$ cat src/rtl/usb_pkg.sv
// Shared USB transmit definitions: PID codes, SYNC pattern, CRC16 constants and FSM states.
package usb_pkg;

  localparam logic [3:0] PID_ACK   = 4'b0010;
  localparam logic [3:0] PID_NAK   = 4'b1010;
  localparam logic [3:0] PID_STALL = 4'b1110;
  localparam logic [3:0] PID_DATA0 = 4'b0011;
  localparam logic [3:0] PID_DATA1 = 4'b1011;

  // Bit 0 goes on the wire first: seven 0s then a 1.
  localparam logic [7:0] SYNC_PATTERN = 8'b1000_0000;

  localparam logic [15:0] CRC16_POLY = 16'h8005;
  localparam logic [15:0] CRC16_INIT = 16'hFFFF;

  typedef enum logic [2:0] {
    ST_IDLE,
    ST_SYNC,
    ST_PID,
    ST_DATA,
    ST_CRC,
    ST_EOP
  } tx_state_t;

  function automatic logic is_data_pid(input logic [3:0] pid);
    return (pid == PID_DATA0) || (pid == PID_DATA1);
  endfunction

  function automatic logic [15:0] reflect16(input logic [15:0] v);
    logic [15:0] r;
    for (int i = 0; i < 16; i++) r[i] = v[15-i];
    return r;
  endfunction

endpackage

$ cat src/rtl/usb_crc16_ser.sv
// Serial CRC16 over an LSB-first bit stream; register bit 0 holds the x^15 term so the
// complemented output is shifted onto the wire LSB first.
module usb_crc16_ser
  import usb_pkg::*;
(
  input  logic        clk,
  input  logic        rst_n,
  input  logic        en,
  input  logic        clr,
  input  logic        bit_in,
  output logic [15:0] crc_out
);

  localparam logic [15:0] POLY_REFL = reflect16(CRC16_POLY);

  logic [15:0] crc;

  always_ff @(posedge clk or negedge rst_n) begin
    if (!rst_n) begin
      crc <= CRC16_INIT;
    end else if (clr) begin
      crc <= CRC16_INIT;
    end else if (en) begin
      crc <= (crc >> 1) ^ (((crc[0] ^ bit_in) == 1'b1) ? POLY_REFL : 16'h0000);
    end
  end

  assign crc_out = ~crc;

endmodule

$ cat src/rtl/usb_tx_packet.sv
// Bit-serial USB packet transmitter: SYNC, PID, optional payload + CRC16, bit stuffing, EOP.
// Optional USB_TX_AUTO_TOGGLE_EN replaces bit 3 of data PIDs with an internal DATA0/DATA1 toggle.
module usb_tx_packet
  import usb_pkg::*;
#(
  parameter int MAX_BYTES = 8,
  parameter int EOP_BITS  = 3,
  parameter int CNT_W     = $clog2(MAX_BYTES + 1)
) (
  input  logic             useClk,
  input  logic             nReset,
  input  logic             checkData,
  input  logic             startReq,
  input  logic [3:0]       pidCode,
  input  logic [CNT_W-1:0] byteCount,
  input  logic [7:0]       txByte,
  input  logic             txByteValid,
`ifdef USB_TX_AUTO_TOGGLE_EN
  input  logic             toggleClr,
`endif
  output logic             txByteReady,
  output logic             txBit,
  output logic             txOe,
  output logic             txEop,
  output logic             busy,
  output logic             done,
  output logic             underrun
);

  localparam logic [7:0]       EOP_LAST = 8'(EOP_BITS - 1);
  localparam logic [CNT_W-1:0] CNT_MAX  = CNT_W'(MAX_BYTES);

  tx_state_t        state, state_nxt;
  logic [7:0]       idx, idx_nxt;
  logic [2:0]       ones_cnt;
  logic [3:0]       pid_q, pid_eff;
  logic [7:0]       pid_byte;
  logic             is_data_q;
  logic [CNT_W-1:0] bytes_left, cnt_clamped;
  logic [7:0]       data_sr;
  logic [15:0]      crc_out;
  logic             stuff_now, seg_last, start, want_byte, load_byte, underrun_nxt, finish;
  logic             bit_nxt, oe_nxt, eop_nxt, crc_en;

`ifdef USB_TX_AUTO_TOGGLE_EN
  logic toggle, underrun_seen;

  assign pid_eff = is_data_pid(pidCode) ? {toggle, pidCode[2:0]} : pidCode;

  always_ff @(posedge useClk or negedge nReset) begin
    if (!nReset) begin
      toggle        <= 1'b0;
      underrun_seen <= 1'b0;
    end else if (checkData) begin
      if (toggleClr) begin
        toggle <= 1'b0;
      end else if (finish && is_data_q && !underrun_seen) begin
        toggle <= ~toggle;
      end
      if (start) begin
        underrun_seen <= 1'b0;
      end else if (underrun_nxt) begin
        underrun_seen <= 1'b1;
      end
    end
  end
`else
  assign pid_eff = pidCode;
`endif

  assign cnt_clamped = (byteCount > CNT_MAX) ? CNT_MAX : byteCount;
  assign pid_byte    = {~pid_q, pid_q};
  // Six 1s in a row force a 0 into the next slot; the source stream holds its position.
  assign stuff_now   = (ones_cnt == 3'd6) && (state inside {ST_SYNC, ST_PID, ST_DATA, ST_CRC});

  always_comb begin
    seg_last = 1'b0;
    case (state)
      ST_SYNC, ST_PID, ST_DATA: seg_last = (idx == 8'd7);
      ST_CRC:                   seg_last = (idx == 8'd15);
      ST_EOP:                   seg_last = (idx == EOP_LAST);
      default:                  seg_last = 1'b0;
    endcase
  end

  // Next-state logic.
  always_comb begin
    state_nxt    = state;
    idx_nxt      = idx;
    start        = 1'b0;
    want_byte    = 1'b0;
    load_byte    = 1'b0;
    underrun_nxt = 1'b0;
    finish       = 1'b0;
    case (state)
      ST_IDLE: begin
        if (startReq) begin
          start     = 1'b1;
          state_nxt = ST_SYNC;
          idx_nxt   = 8'd0;
        end
      end
      ST_EOP: begin
        if (seg_last) begin
          state_nxt = ST_IDLE;
          idx_nxt   = 8'd0;
          finish    = 1'b1;
        end else begin
          idx_nxt = idx + 8'd1;
        end
      end
      default: begin
        if (stuff_now) begin
          state_nxt = state;
        end else if (!seg_last) begin
          idx_nxt = idx + 8'd1;
        end else begin
          idx_nxt = 8'd0;
          case (state)
            ST_SYNC: state_nxt = ST_PID;
            ST_PID: begin
              if (!is_data_q)           state_nxt = ST_EOP;
              else if (bytes_left != 0) want_byte = 1'b1;
              else                      state_nxt = ST_CRC;
            end
            ST_DATA: begin
              if (bytes_left != 0) want_byte = 1'b1;
              else                 state_nxt = ST_CRC;
            end
            default: state_nxt = ST_EOP;
          endcase
        end
      end
    endcase
    // A missing byte abandons the payload and closes the packet without CRC.
    if (want_byte) begin
      if (txByteValid) begin
        state_nxt = ST_DATA;
        load_byte = 1'b1;
      end else begin
        state_nxt    = ST_EOP;
        underrun_nxt = 1'b1;
      end
    end
  end

  // Output decode: the bit to present after this strobe.
  always_comb begin
    bit_nxt = 1'b0;
    oe_nxt  = 1'b1;
    eop_nxt = 1'b0;
    crc_en  = 1'b0;
    if (!stuff_now) begin
      case (state_nxt)
        ST_IDLE: oe_nxt = 1'b0;
        ST_SYNC: bit_nxt = SYNC_PATTERN[idx_nxt[2:0]];
        ST_PID:  bit_nxt = pid_byte[idx_nxt[2:0]];
        ST_DATA: begin
          bit_nxt = load_byte ? txByte[0] : data_sr[idx_nxt[2:0]];
          crc_en  = 1'b1;
        end
        ST_CRC:  bit_nxt = crc_out[idx_nxt[3:0]];
        default: eop_nxt = 1'b1;
      endcase
    end
  end

  always_ff @(posedge useClk or negedge nReset) begin
    if (!nReset) begin
      state       <= ST_IDLE;
      idx         <= 8'd0;
      ones_cnt    <= 3'd0;
      pid_q       <= 4'd0;
      is_data_q   <= 1'b0;
      bytes_left  <= '0;
      data_sr     <= 8'd0;
      txBit       <= 1'b0;
      txOe        <= 1'b0;
      txEop       <= 1'b0;
      busy        <= 1'b0;
      txByteReady <= 1'b0;
      done        <= 1'b0;
      underrun    <= 1'b0;
    end else begin
      txByteReady <= checkData & load_byte;
      done        <= checkData & finish;
      underrun    <= checkData & underrun_nxt;
      if (checkData) begin
        state    <= state_nxt;
        idx      <= idx_nxt;
        txBit    <= bit_nxt;
        txOe     <= oe_nxt;
        txEop    <= eop_nxt;
        busy     <= (state_nxt != ST_IDLE);
        ones_cnt <= (bit_nxt && state_nxt != ST_EOP && state_nxt != ST_IDLE) ?
                    ones_cnt + 3'd1 : 3'd0;
        if (start) begin
          pid_q      <= pid_eff;
          is_data_q  <= is_data_pid(pidCode);
          bytes_left <= is_data_pid(pidCode) ? cnt_clamped : '0;
        end
        if (load_byte) begin
          data_sr    <= txByte;
          bytes_left <= bytes_left - CNT_W'(1);
        end
      end
    end
  end

  usb_crc16_ser u_crc (
    .clk     (useClk),
    .rst_n   (nReset),
    .en      (checkData & crc_en),
    .clr     (checkData & start),
    .bit_in  (bit_nxt),
    .crc_out (crc_out)
  );

endmodule

$ cat config.mk
export PLATFORM = sky130hd
export DESIGN_NAME = usb_tx_packet
export DESIGN_NICKNAME = d
export VERILOG_FILES = /design/src/rtl/usb_pkg.sv /design/src/rtl/usb_crc16_ser.sv /design/src/rtl/usb_tx_packet.sv
export SDC_FILE = /design/constraint.sdc
export NUM_CORES = 1
export LEC_CHECK = 0
export BUFFER_PORTS_ARGS = -buffer_cell sky130_fd_sc_hd__buf_2
export CAP_MARGIN = 5
export CORE_UTILIZATION = 41
export CTS_CLUSTER_DIAMETER = 200
export CTS_CLUSTER_SIZE = 28
export DETAILED_ROUTE_END_ITERATION = 16
export SETUP_SLACK_MARGIN = 0.05
export SYNTH_ARGS = -nofsm -noshare
export SYNTH_HDL_FRONTEND = slang
export SYNTH_HIERARCHICAL = 1
export SYNTH_SLANG_ARGS = --single-unit
export TNS_END_PERCENT = 20
$ cat constraint.sdc
create_clock -name useClk -period 3.8 [get_ports useClk]
set_input_delay 0.38 -clock useClk [delete_from_list [all_inputs] [get_ports useClk]]
set_output_delay 0.38 -clock useClk [all_outputs]
set_load 0.02 [all_outputs]
# ---- Yosys cells after proc, flatten, opt, wreduce, memory -nomap -nowiden
# Memory sizes are Yosys's and may differ from the RTL's.
# Index checks and enable logic that the tools add are counted.
dict set report classes {
  n_addsub 3
  reduce_logical 18
  n_eq_ne 18
  n_lt_le_gt_ge 3
  mux 53
  n_bitwise 9
}
# operator count
set op_table {}
lappend op_table {{$mux 16} 3}
lappend op_table {{$mux 3} 9}
lappend op_table {{$mux 1} 25}
lappend op_table {{$mux 8} 3}
lappend op_table {{$mux 4} 4}
lappend op_table {{$not 16->16} 1}
lappend op_table {{$pmux 8 s2} 1}
lappend op_table {{$xor 15x16->16} 1}
lappend op_table {{$eq 3x2->1 const B} 4}
lappend op_table {{$eq 3x3->1 const B} 4}
lappend op_table {{$pmux 3 s3} 1}
lappend op_table {{$add 8x1->8 const B} 1}
lappend op_table {{$eq 8x2->1 const B} 1}
lappend op_table {{$eq 8x3->1 const B} 1}
lappend op_table {{$eq 8x4->1 const B} 1}
lappend op_table {{$reduce_bool 4->1} 2}
lappend op_table {{$bmux 1 s3} 2}
lappend op_table {{$eq 3x1->1 const B} 2}
lappend op_table {{$logic_not 3->1} 2}
lappend op_table {{$pmux 3 s2} 1}
lappend op_table {{$reduce_and 2->1} 3}
lappend op_table {{$and 1x1->1} 5}
lappend op_table {{$lt 4x5->1 const B} 1}
lappend op_table {{$reduce_or 5->1} 1}
lappend op_table {{22 further kinds} 25}
dict set report totals {
  mem_bits_ro 8
  inputBits 21
  regBits 54
  out_inout_bits 7
  word_cells 121
  memories 1
}
# name depth word_bits read_ports rd_clocked_by_memory_dff write_ports line_no
set memory_table {}
lappend memory_table {{(name not given)} 8 1 1 0 0 usb_tx_packet.sv:156} ;# ST_SYNC: bit_nxt = SYNC_PATTERN[idx_nxt[2:0]];

# ---- Depth between registers and ports, before layout
# Gate-level depths: netlist of the first run.
dict set report logic_depth {
  depth_word 16
  ltp_mapped 15
  mapped_depth_nobuf 14
}

# ---- By module
# Netlist of the first run, hierarchy kept.
# module cells_each seq_area_each_um2 n_inst area_each_um2
set modules_own_cells {}
lappend modules_own_cells {usb_tx_packet 275 950.9 1 2567.5}
lappend modules_own_cells {usb_crc16_ser 74 420.4 1 732.0}

# ---- Least setup slack after synthesis of the first run
# OpenSTA, ideal clock, no wires.
dict set report synth_path {
  path_kind {flip-flop to flip-flop}
  from {register ones_cnt[0]}
  to {register u_crc.crc[0]}
  arrival_ns 3.133
  setup_slack_ns 0.598
  path_buffers 1
  stages_incl_launch_ff 16
  synth_period_minus_slack_ns 3.202
  cell_sequence {dfrtp_1 > inv_1 > ha_1 > and2_1 > clkbuf_1 > nand3b_1 > o32ai_1 > nor2_2 > mux4_2 > mux2i_1 > o22ai_1 > o41ai_1 > inv_1 > xor2_1 > and3_1 > o21ai_2}
}
dict set report synth_via {
  elab_chain_cells 14
  word_cells_on_any_way 34
  cone_classes {eq/ne: 5; mux: 23; bitwise: 3; reduce/logical: 2; memory: 1}
}
# item line_no
set synth_lines {}
lappend synth_lines {{start, declared} usb_tx_packet.sv:35} ;# logic [2:0] ones_cnt;
lappend synth_lines {{start signal, assigned} usb_tx_packet.sv:195} ;# ones_cnt <= (bit_nxt && state_nxt != ST_EOP && state_nxt != ST_IDLE) ?
lappend synth_lines {{$eq 3x3->1 (*)} usb_tx_packet.sv:74} ;# assign stuff_now = (ones_cnt == 3'd6) && (state inside {ST_SYNC, ST_PID, ST_DATA, ST_CRC});
lappend synth_lines {{$logic_and 1x1->1 (*)} usb_tx_packet.sv:74}
lappend synth_lines {{$mux 8} usb_tx_packet.sv:113} ;# if (stuff_now) begin
lappend synth_lines {{$pmux 8 s2} usb_tx_packet.sv:95} ;# case (state)
lappend synth_lines {{$bmux 1 s3} usb_tx_packet.sv:159} ;# bit_nxt = load_byte ? txByte[0] : data_sr[idx_nxt[2:0]];
lappend synth_lines {{$mux 1 (not written as such)} usb_tx_packet.sv:159}
lappend synth_lines {{$mux 1} usb_tx_packet.sv:159}
lappend synth_lines {{$pmux 1 s4} usb_tx_packet.sv:154} ;# case (state_nxt)
lappend synth_lines {{$mux 1 (*)} usb_tx_packet.sv:153} ;# if (!stuff_now) begin
lappend synth_lines {{net bit_nxt} usb_tx_packet.sv:43} ;# logic bit_nxt, oe_nxt, eop_nxt, crc_en;
lappend synth_lines {{$xor 1x1->1 (*)} usb_crc16_ser.sv:24} ;# crc <= (crc >> 1) ^ (((crc[0] ^ bit_in) == 1'b1) ? POLY_REFL : 16'h0000);
lappend synth_lines {{$mux 16 (*)} usb_crc16_ser.sv:24}
lappend synth_lines {{$xor 15x16->16 (*)} usb_crc16_ser.sv:24}
lappend synth_lines {{$mux 16 (*)} usb_crc16_ser.sv:23} ;# end else if (en) begin
lappend synth_lines {{$mux 16 (*)} usb_crc16_ser.sv:21} ;# end else if (clr) begin
lappend synth_lines {{end signal, assigned} usb_crc16_ser.sv:24}
lappend synth_lines {{end, declared} usb_crc16_ser.sv:16} ;# logic [15:0] crc;
# The timed path passes the listed nets; every way through them passes the cells marked *. The select of a mux whose other input is x is not followed.
# A chain may end at the register's enable or synchronous reset.

# ---- Final worst setup path of the first run
dict set report layout_path {
  from {register state[1]}
  to {register u_crc.crc[0]}
}
dict set report layout_via {
  elab_chain_cells 16
  word_cells_on_any_way 54
  cone_classes {eq/ne: 9; mux: 34; bitwise: 4; reduce/logical: 6; memory: 1}
}
# item line_no
set layout_lines {}
lappend layout_lines {{start, declared} usb_tx_packet.sv:33} ;# tx_state_t state, state_nxt;
lappend layout_lines {{start signal, assigned} usb_tx_packet.sv:189} ;# state <= state_nxt;
lappend layout_lines {{$eq 3x1->1 / $eq 3x2->1 (equally long branches)} {usb_tx_packet.sv:74, usb_tx_packet.sv:78, usb_tx_packet.sv:119}}
lappend layout_lines {{$reduce_or 3->1} usb_tx_packet.sv:78} ;# case (state)
lappend layout_lines {{$pmux 1 s3} usb_tx_packet.sv:78}
lappend layout_lines {{$mux 8} {usb_tx_packet.sv:104, usb_tx_packet.sv:115}}
lappend layout_lines {{$mux 8} usb_tx_packet.sv:113}
lappend layout_lines {{$pmux 8 s2} usb_tx_packet.sv:95}
lappend layout_lines {{$bmux 1 s3} usb_tx_packet.sv:159}
lappend layout_lines {{$mux 1 (not written as such)} usb_tx_packet.sv:159}
lappend layout_lines {{$mux 1} usb_tx_packet.sv:159}
lappend layout_lines {{$pmux 1 s4} usb_tx_packet.sv:154}
lappend layout_lines {{$mux 1 (*)} usb_tx_packet.sv:153}
lappend layout_lines {{net bit_nxt} usb_tx_packet.sv:43}
lappend layout_lines {{$xor 1x1->1 (*)} usb_crc16_ser.sv:24}
lappend layout_lines {{$mux 16 (*)} usb_crc16_ser.sv:24}
lappend layout_lines {{$xor 15x16->16 (*)} usb_crc16_ser.sv:24}
lappend layout_lines {{$mux 16 (*)} usb_crc16_ser.sv:23}
lappend layout_lines {{$mux 16 (*)} usb_crc16_ser.sv:21}
# Marks and branches as above.

==> results of run 1 <==
layout make-up:
class                   count  area share
clock inverters             2    0.003733
repair buffers             45     0.07329
inverters                  32     0.03258
multi-input cells         246      0.4639
well taps                 102     0.03461
clock buffers               6     0.01968
flip-flops and latches     54      0.3722
flip-flops by register name (all words and copies together) (netlist names), 3 cells and up:
signal / cells
u_crc/crc: 16
data_sr: 8
idx: 8
bytes_left: 4
pid_q: 4
ones_cnt: 3
state: 3
metrics by stage:
stage / cells / worst slack (ns) / total power, mW
global placement: 479 / 0.3927 / 2.514
floorplan: 349 / 0.5980 / 2.128
finish: 487 / 0.3700 / 2.864
detailed placement: 479 / 0.3795 / 2.532
global route: 487 / 0.1048 / 3.083
CTS: 487 / 0.3622 / 2.869
synth_stat cells, types with 3 or more instances:
| library cell | n | area [um2] |
|---|---|---|
| buf_2 | 6 | 30.03 |
| nand4_1 | 3 | 18.77 |
| o211ai_1 | 17 | 127.6 |
| a22o_1 | 3 | 26.28 |
| nand2_1 | 38 | 142.6 |
| nand3_1 | 11 | 55.05 |
| and3_1 | 3 | 18.77 |
| nor2b_1 | 5 | 31.28 |
| o311ai_0 | 3 | 26.28 |
| o2bb2ai_1 | 3 | 26.28 |
| nor4_2 | 3 | 37.54 |
| nand3b_1 | 3 | 22.52 |
| nor3_1 | 4 | 20.02 |
| clkbuf_1 | 7 | 26.28 |
| o2111ai_1 | 3 | 26.28 |
| o21ai_0 | 20 | 100.1 |
| dfstp_2 | 16 | 420.4 |
| ha_1 | 4 | 50.05 |
| a21oi_1 | 16 | 80.08 |
| nor4_1 | 3 | 18.77 |
| dfrtp_1 | 38 | 950.9 |
| a311oi_1 | 3 | 26.28 |
| or3_1 | 4 | 25.02 |
| nor2_1 | 21 | 78.83 |
| inv_1 | 31 | 116.4 |
| nand2b_1 | 3 | 18.77 |
| mux4_2 | 4 | 90.09 |
| buf_6 | 3 | 33.78 |
| mux2_2 | 15 | 168.9 |
| a31oi_1 | 6 | 37.54 |
worst register-to-register path: cells and delay by family, from the launching register on:
family                    cells  cell delay (ns)
AOI/OAI and AO/OA             5             1.10
xor gates and xnor gates      1             0.19
buffers and inverters         2             0.34
DFF                           1             0.49
muxes                         2             0.65
and+or+nand+nor               3             0.60
logic make-up after synthesis:
family,after synthesis,share of synthesized area
compound gates,98,0.2074
xor+xnor,5,0.01555
fa+ha+maj,5,0.01820
buf+inv,49,0.06598
flops,54,0.4156
mux,22,0.08912
simple gates,116,0.1881
path summary, 6_finish.rpt:
check                      startpoint           end  slack (ns)
hold reg to reg                  txOe          txOe        0.49
hold / removal                 nReset        idx[5]        0.05
min in group useClk         txByte[5]    data_sr[5]        0.30
setup reg to reg             state[1]  u_crc/crc[0]        0.37
max in group asynchronous      nReset  u_crc/crc[0]        2.90
setup / recovery             state[1]  u_crc/crc[0]        0.37
routing by layer:
metal  up-vias  wire length (um)
li1       1343                 -
met1      1394              3837
met2        84              3857
met3        16               373
met4         0               174
met5         -                 0
power groups by stage:
| stage | logic, mW | registers (mW) | clock network (mW) |
|---|---|---|---|
| floorplan | 1.19 | 0.940 | 0 |
| global placement | 1.50 | 1.01 | 0 |
| detailed placement | 1.52 | 1.01 | 0 |
| CTS | 1.53 | 1.01 | 0.338 |
| global route | 1.69 | 1.03 | 0.355 |
| finish | 1.53 | 1.01 | 0.324 |
==> qor.csv, run 1 <==
metric,value,unit
unrepaired setup endpoints after global routing,false,
CTS tree,built,
Global Route met3 Usage,0.03648,
Multi-input gate area,1710,um2
Worst-Skew Late Latency,0.31,ns
Final setup viols,0,
Post-CTS Resized,0,
Initial Util,0.4248,
area grow syn2layout,11.76,%
CP endpoint kind,flip-flop,
crit share post-route,0.9026,
DRC violations left,0,
TNS Setup,0,ns
Die Wd,91.71,um
critical path arrival,3.68,ns
yosys warns,6,
Detail Route Antenna Nets,0,
gr ovfl total,0,
P per Cell Area,776.7,nW/um2
cts hold-fix bufs,0,
Worst-path clk slew,0.10,ns
min Tclk post-route,3.430,ns
"Buf+Inv Stages, Crit Path",2,
Final Core Density,0.4747,
post-synthesis sequential area ratio,0.4156,
"Distinct cells, synth",68,
htree depth,2,
clock root buffer,clkbuf_8,
cell chain of the critical path,nand3b_4 > a311oi_1 > o32ai_1 > nor2_2 > buf_4 > mux4_2 > mux2i_1 > o22ai_1 > o41ai_1 > inv_1 > xor2_1 > and3_1 > o21ai_2,
Min-Delay Path Class,in -> async,
P_int,1.645,mW
initial antenna violation count,0,
Max Clock Skew,0.007916,ns
post-route cell area,3687,um2
Net Sw Power,1.219,mW
ys async rst share,1.000,
Layout fillers,759,
ANT cells,0,
Setup crit start kind,flip-flop,
PortBufs,27,
"Net Count, Synth",374,
TritonCTS Sinks,54,
total routed wirelength,8.242,mm
GR peak layer,met2,
Final HPWL DP,6.237,mm
Layout Nets,409,
Worst VDD drop,0.0003511,V
Netlist Area Pre-Place,3299,um2
Placeable Area,7767,um2
CTS buffer count,5,
drt first pass iters,4,
Final Hold Vio Count,0,
vias in the first global route,2689,
Syn Area/Cell,9.454,um2
CTS max path bufs,2,
FF-to-FF path depth,13,
worst slew pin tran,0.5980,ns
critical path's top delay family,compound AO/OA/AOI/OAI gates,
vias per cell,5.825,
Max-Cap Viols,0,
placed cell areas,3600,um2
setup repair bufs after CTS,0,
Wirelength per Cell,16.92,um
Crit. path cell count,13,
die area,8410,um2
Final GP Congestion,0.9164,
Synth Instances,349,
worst hold margin,0.05279,ns
height of the die,91.71,um
# IOs,28,
"FF+latch count, synth",54,
Vias,2837,
Worst EP required,4.05,ns
slew margin rel.,0.6001,
Comb power frac,0.535,
gr usage total,0.2083,
Fmax,291.5,MHz
Post-synth EDFFs,0,
"Top FF cell, synth",dfrtp_1,
sequential share of power,0.352,
Worst Path Max Fanout,9,
share of cells above drive strength 1,0.2675,
M2 GR Usage,0.3308,
status,completed,
# rows,32,
first-pass GRT wire length,13.66,mm
largest net degree at the start of global routing,34,
FF+latch area,1373,um2
Clock power frac,0.113,
"commonest non-fill, non-tap cell in the layout",nand2_1,
Static Leak,1.602,nW
Crit Path Class,reg -> reg,
most frequent cells in the layout,"nand2_1 (38), dfrtp_1 (37), inv_1 (31)",
routing usage on met1,0.2890,
"slowest stage cell, crit path",mux4_2,
Starting DRT DRC Count,230,
Worst path max stage delay,0.50,ns
"Slew Viols, Final",0,
Switching Share,0.4257,
Power figures use the tool's default switching activity.
==> run 2: changes to the inputs <==
--- a/config.mk
+++ b/config.mk
@@ -11,6 +11,7 @@
 export CTS_CLUSTER_DIAMETER = 200
 export CTS_CLUSTER_SIZE = 28
 export DETAILED_ROUTE_END_ITERATION = 16
+export PLACE_DENSITY = 0.57
 export SETUP_SLACK_MARGIN = 0.05
 export SYNTH_ARGS = -nofsm -noshare
 export SYNTH_HDL_FRONTEND = slang
==> run 2 against run 1 <==
Against the previous run: largest power group unchanged; via count shrank 4.3%; register-to-register slack lost 0.03 ns; combinational power is essentially flat; sequential share of layout area shrank 0.18 points; first-iteration DRC count shrank 5.7%.
==> qor.csv, run 2 (synthesized netlist as in run 1, its figures left out) <==
metric,value,unit,change
unrepaired setup endpoints after global routing,false,,
crit share post-route,0.9095,,+0.006871
Wirelength per Cell,16.14,um,-4.6%
Non-Filler Instances,486,,-0.21%
R2R Path Start,state[0],,
clock root buffer,clkbuf_8,,
Placeable Area,7767,um2,unchanged
Post-CTS Resized,0,,unchanged
Setup crit start kind,flip-flop,,
Fmax,289.3,MHz,-0.76%
P per Cell Area,782.5,nW/um2,+0.75%
Max Clock Skew,0.01434,ns,+0.006427 ns
CTS tree,built,,
total chip power,2.897,mW,+1.2%
Starting DRT DRC Count,217,,-5.7%
total routed wirelength,7.844,mm,-4.8%
placed cell areas,3605,um2,+0.14%
"Slew Viols, Final",0,,unchanged
gr usage total,0.1963,,-0.01204
Final Hold Vio Count,0,,unchanged
vias in the first global route,2605,,-3.1%
gr ovfl total,0,,unchanged
htree depth,2,,unchanged
status,completed,,
Crit Path Class,reg -> reg,,
first-pass GRT wire length,13.11,mm,-4.0%
Worst Path Max Fanout,9,,unchanged
vias per cell,5.588,,-4.1%
ANT cells,0,,unchanged
post-route cell area,3702,um2,+0.41%
dpl cells,478,,-0.21%
CTS buffer count,5,,unchanged
Largest register FFs,16,,unchanged
# IOs,28,,unchanged
biggest regs,"u_crc/crc x16, data_sr x8, idx x8",,
Worst-Skew Late Latency,0.32,ns,about the same
FF-to-FF End,u_crc/crc[0],,
Vias,2716,,-4.3%
FF-to-FF path depth,12,,-1
flop-to-flop setup slack,0.34,ns,-0.03 ns
setup repair bufs after CTS,0,,unchanged
Layout fillers,771,,+1.6%
TritonCTS Sinks,54,,unchanged
Layout Nets,408,,-0.24%
Worst VDD drop,0.0003567,V,+1.6%
height of the die,91.71,um,unchanged
# rows,32,,unchanged
Final setup viols,0,,unchanged
worst slew pin tran,0.8073,ns,+0.2093 ns
TNS Setup,0,ns,unchanged
Min-Delay Path Class,in -> async,,
Final HPWL DP,5.956,mm,-4.5%
most frequent cells in the layout,"nand2_1 (38), dfrtp_1 (38), inv_1 (31)",,
largest net degree at the start of global routing,38,,+12%
share of cells above drive strength 1,0.2656,,-0.001907
critical path arrival,3.72,ns,+0.04 ns
die area,8410,um2,unchanged
Final GP Congestion,0.8823,,-3.7%
initial antenna violation count,0,,unchanged
Top reg by flops,u_crc/crc,,
Worst EP required,4.07,ns,+0.02 ns
min Tclk post-route,3.456,ns,+0.02611 ns
CP endpoint kind,flip-flop,,
drt first pass iters,5,,+1
PortBufs,27,,unchanged
area grow syn2layout,12.21,%,
Max-Cap Viols,0,,unchanged
dpl ws,0.3728,ns,-0.006683 ns
Static Leak,1.604,nW,+0.13%
DRC violations left,0,,unchanged
cts hold-fix bufs,0,,unchanged
Worst-path clk slew,0.12,ns,+0.02 ns
Detail Route Antenna Nets,0,,unchanged
CTS max path bufs,2,,unchanged
Die Wd,91.71,um,unchanged
slew margin rel.,0.4618,,-0.1383
setup ws final,0.3439,ns,-0.02611 ns
Initial Util,0.4248,,unchanged
run 2: cell count changes in the layout (fill, tap and decap cells not counted):
cell,before,now
dfrtp_2,1,0
clkbuf_1,1,0
buf_4,18,16
clkinv_2,1,0
dfrtp_1,37,38
clkinv_4,0,1
buf_12,0,1
inv_8,0,1
run 2: how the worst max path moves through the flow:
stage / depth (start not counted) / slack, ns / endpoint / from
finish: 12 / 0.34 / u_crc/crc[0] / state[0]
global route: 13 / 0.11 / u_crc/crc[0] / state[0]
CTS: 12 / 0.35 / u_crc/crc[0] / state[0]
detailed placement: 12 / 0.37 / u_crc/crc[0] / state[0]
global placement: 12 / 0.38 / u_crc/crc[0] / state[0]
floorplan: 15 / 0.60 / u_crc/crc[0] / ones_cnt[0]
run 2: metal layers:
layer	share of wire	GRT usage
met1	0.49	0.2893
met2	0.46	0.3020
met3	0.047	0.03234
met4	0.0068	0.04427
met5	0	0
run 2: stage by stage:
stage	util	hold slack, ns
after floorplan	-	0.08441
after global placement	0.4641	0.4635
after detailed placement	0.4641	0.4631
after CTS	0.4766	0.1778
after global routing	0.4766	0.2171
final	0.4766	0.1457
run 2: power by group:
group | internal [mW] | switching [mW]
Clock | 0.138 | 0.212
Sequential | 0.825 | 0.170
Combinational | 0.701 | 0.851
Total | 1.66 | 1.23
run 2: layout make-up:
cell class,instances,area [um2],area share
repair buffers,44,275.3,0.07435
clock buffers,5,68.82,0.01859
multi-input cells,246,1710,0.4620
well taps,102,127.6,0.03447
inverters,32,120.1,0.03244
flip-flops and latches,54,1371,0.3704
clock inverters,3,28.78,0.007773
run 2: worst max-delay path, stage by stage (launching register included):
cell and delay [ns]:
dfrtp_1 0.50, or2_2 0.38, maj3_1 0.43, nand3_1 0.14, o2111a_1 0.42, mux4_2 0.36
mux2i_1 0.13, o22ai_1 0.13, o41ai_1 0.27, inv_1 0.15, xor2_1 0.19, and3_1 0.20
o21ai_2 0.10
==> run 3: changes to the inputs <==
--- a/config.mk
+++ b/config.mk
@@ -11,7 +11,7 @@
 export CTS_CLUSTER_DIAMETER = 200
 export CTS_CLUSTER_SIZE = 28
 export DETAILED_ROUTE_END_ITERATION = 16
-export PLACE_DENSITY = 0.57
+export PLACE_DENSITY = 0.61
 export SETUP_SLACK_MARGIN = 0.05
 export SYNTH_ARGS = -nofsm -noshare
 export SYNTH_HDL_FRONTEND = slang
==> run 3 against run 2 <==
Against the previous run: sequential power about the same; highest routed layer unchanged; critical path type unchanged; combinational power hardly changed; die area unchanged; global-route usage grew 1.2 points; non-clock buffer count is 1 lower; worst setup slack got worse by 0.030 ns.
==> qor.csv, run 3 (synthesized netlist as in run 1, its figures left out) <==
metric,value,unit,change
critical path arrival,3.74,ns,+0.02 ns
Max Clock Skew,0.01223,ns,-0.002109 ns
total routed wirelength,8.231,mm,+4.9%
Layout Nets,407,,-0.25%
Final Core Density,0.4778,,+0.001128
gr usage total,0.2078,,+0.01151
DRC violations left,0,,unchanged
first-pass GRT wire length,13.76,mm,+4.9%
"slowest stage cell, crit path",dfrtp_2,,
Starting DRT DRC Count,225,,+3.7%
gr ovfl total,0,,unchanged
Worst-path clk slew,0.11,ns,about the same
Worst VDD drop,0.0004516,V,+27%
Worst-Skew Late Latency,0.32,ns,about the same
unrepaired setup endpoints after global routing,false,,
cell chain of the critical path,inv_1 > o2111ai_1 > a31o_1 > o2111a_1 > mux4_2 > mux2i_1 > o22ai_1 > o41ai_1 > inv_1 > xor2_1 > and3_1 > o21ai_2,,
clock root buffer,clkbuf_8,,
CTS max path bufs,2,,unchanged
drt first pass iters,4,,-1
Placeable Area,7767,um2,unchanged
Non-Filler Instances,485,,-0.21%
ANT cells,0,,unchanged
Worst EP required,4.06,ns,about the same
initial antenna violation count,0,,unchanged
Detail Route Antenna Nets,0,,unchanged
P per Cell Area,785.1,nW/um2,+0.33%
biggest regs,"u_crc/crc x16, data_sr x8, idx x8",,
vias per cell,5.771,,+3.3%
# IOs,28,,unchanged
share of cells above drive strength 1,0.2742,,+0.008526
sequential share of power,0.351,,+0.008
crit share post-route,0.9173,,+0.007782
htree depth,2,,unchanged
cell mode on critical path,inv_1,,
Worst Path Max Fanout,15,,+6
Wirelength per Cell,16.97,um,+5.2%
area grow syn2layout,12.48,%,
largest net degree at the start of global routing,34,,-11%
min Tclk post-route,3.486,ns,+0.02957 ns
CTS tree,built,,
Max-Cap Viols,0,,unchanged
"Buf+Inv Stages, Crit Path",2,,+1
die area,8410,um2,unchanged
PortBufs,27,,unchanged
"Slew Viols, Final",0,,unchanged
"commonest non-fill, non-tap cell in the layout",nand2_1,,
Crit Path Class,reg -> reg,,
Worst path max stage delay,0.57,ns,+0.07 ns
worst slew pin tran,0.6034,ns,-0.2039 ns
TritonCTS Sinks,54,,unchanged
Layout fillers,769,,-0.26%
critical path's top delay family,compound AO/OA/AOI/OAI gates,,
Top reg by flops,u_crc/crc,,
Vias,2799,,+3.1%
Final setup viols,0,,unchanged
CP endpoint kind,flip-flop,,
Final HPWL DP,6.133,mm,+3.0%
Final GP Congestion,0.9583,,+8.6%
setup repair bufs after CTS,0,,unchanged
CTS buffer count,5,,unchanged
vias in the first global route,2738,,+5.1%
Clock power frac,0.120,,about the same
Static Leak,1.600,nW,-0.22%
Initial Util,0.4248,,unchanged
Comb power frac,0.529,,-0.007
slew margin rel.,0.5944,,+0.1326
TNS Setup,0,ns,unchanged
Fmax,286.9,MHz,-0.85%
Min-Delay Path Class,in -> async,,
cts hold-fix bufs,0,,unchanged
Final Hold Vio Count,0,,unchanged
Switching Share,0.4302,,+0.004653
Setup crit start kind,flip-flop,,
height of the die,91.71,um,unchanged
# rows,32,,unchanged
setup ws final,0.3143,ns,-0.02957 ns
most frequent cells in the layout,"nand2_1 (38), dfrtp_1 (36), inv_1 (31)",,
P_int,1.660,mW,-0.25%
Die Wd,91.71,um,unchanged
dpl cells,477,,-0.21%
dpl ws,0.1917,ns,-0.1811 ns
Largest register FFs,16,,unchanged
status,completed,,
Net Sw Power,1.254,mW,+1.7%
==> run 3: cell count changes in the layout (fill, tap and decap cells not counted) <==
cell	before	now
nor4_2	3	4
nor4_1	3	2
o32ai_2	1	2
buf_4	16	15
dfrtp_2	0	2
o32ai_1	1	0
dfrtp_1	38	36
==> run 3: final timing paths <==
path | from | endpoint | slack [ns] | depth (start not counted)
min in group useClk | txByte[6] | data_sr[6] | 0.29 | 2
hold reg to reg | busy | busy | 0.49 | 1
hold / removal | nReset | idx[2] | 0.04 | 1
setup / recovery | state[2] | u_crc/crc[0] | 0.31 | 12
max in group asynchronous | nReset | u_crc/crc[14] | 2.90 | 2
setup reg to reg | state[2] | u_crc/crc[0] | 0.31 | 12
==> run 3: final cells by class <==
| cell class | count | area [um2] | share of cell area |
|---|---|---|---|
| multi-input cells | 246 | 1724 | 0.4646 |
| flip-flops and latches | 54 | 1374 | 0.3702 |
| repair buffers | 43 | 267.8 | 0.07215 |
| well taps | 102 | 127.6 | 0.03439 |
| inverters | 32 | 120.1 | 0.03237 |
| clock buffers | 5 | 68.82 | 0.01854 |
| clock inverters | 3 | 28.78 | 0.007755 |
==> run 3: power by group through the flow <==
| stage | Sequential [mW] | Clock (mW) | Combinational, mW |
|---|---|---|---|
| after floorplan | 0.940 | 0 | 1.19 |
| after global placement | 1.02 | 0 | 1.50 |
| after detailed placement | 1.02 | 0 | 1.51 |
| after CTS | 1.01 | 0.362 | 1.52 |
| after global routing | 1.05 | 0.381 | 1.70 |
| final | 1.02 | 0.350 | 1.54 |
==> run 3: stage by stage <==
stage | hold WS (ns) | instance area (um2) | total power [mW]
floorplan | 0.08441 | 3299 | 2.128
global placement | 0.4050 | 3597 | 2.523
detailed placement | 0.4000 | 3597 | 2.535
CTS | 0.05427 | 3695 | 2.897
global route | 0.07636 | 3711 | 3.124
finish | 0.03931 | 3711 | 2.914
==> run 3: what timing repair did <==
action | in CTS | in global routing
setup endpoints to repair | 0 | 3
hold endpoints to repair | 0 | 0
gates resized for setup | 0 | 4
==> run 3: metal layers <==
metal / GRT usage / part of all wire
met1: 0.2953 / 0.48
met2: 0.3302 / 0.47
met3: 0.03151 / 0.036
met4: 0.05729 / 0.012
met5: 0 / 0
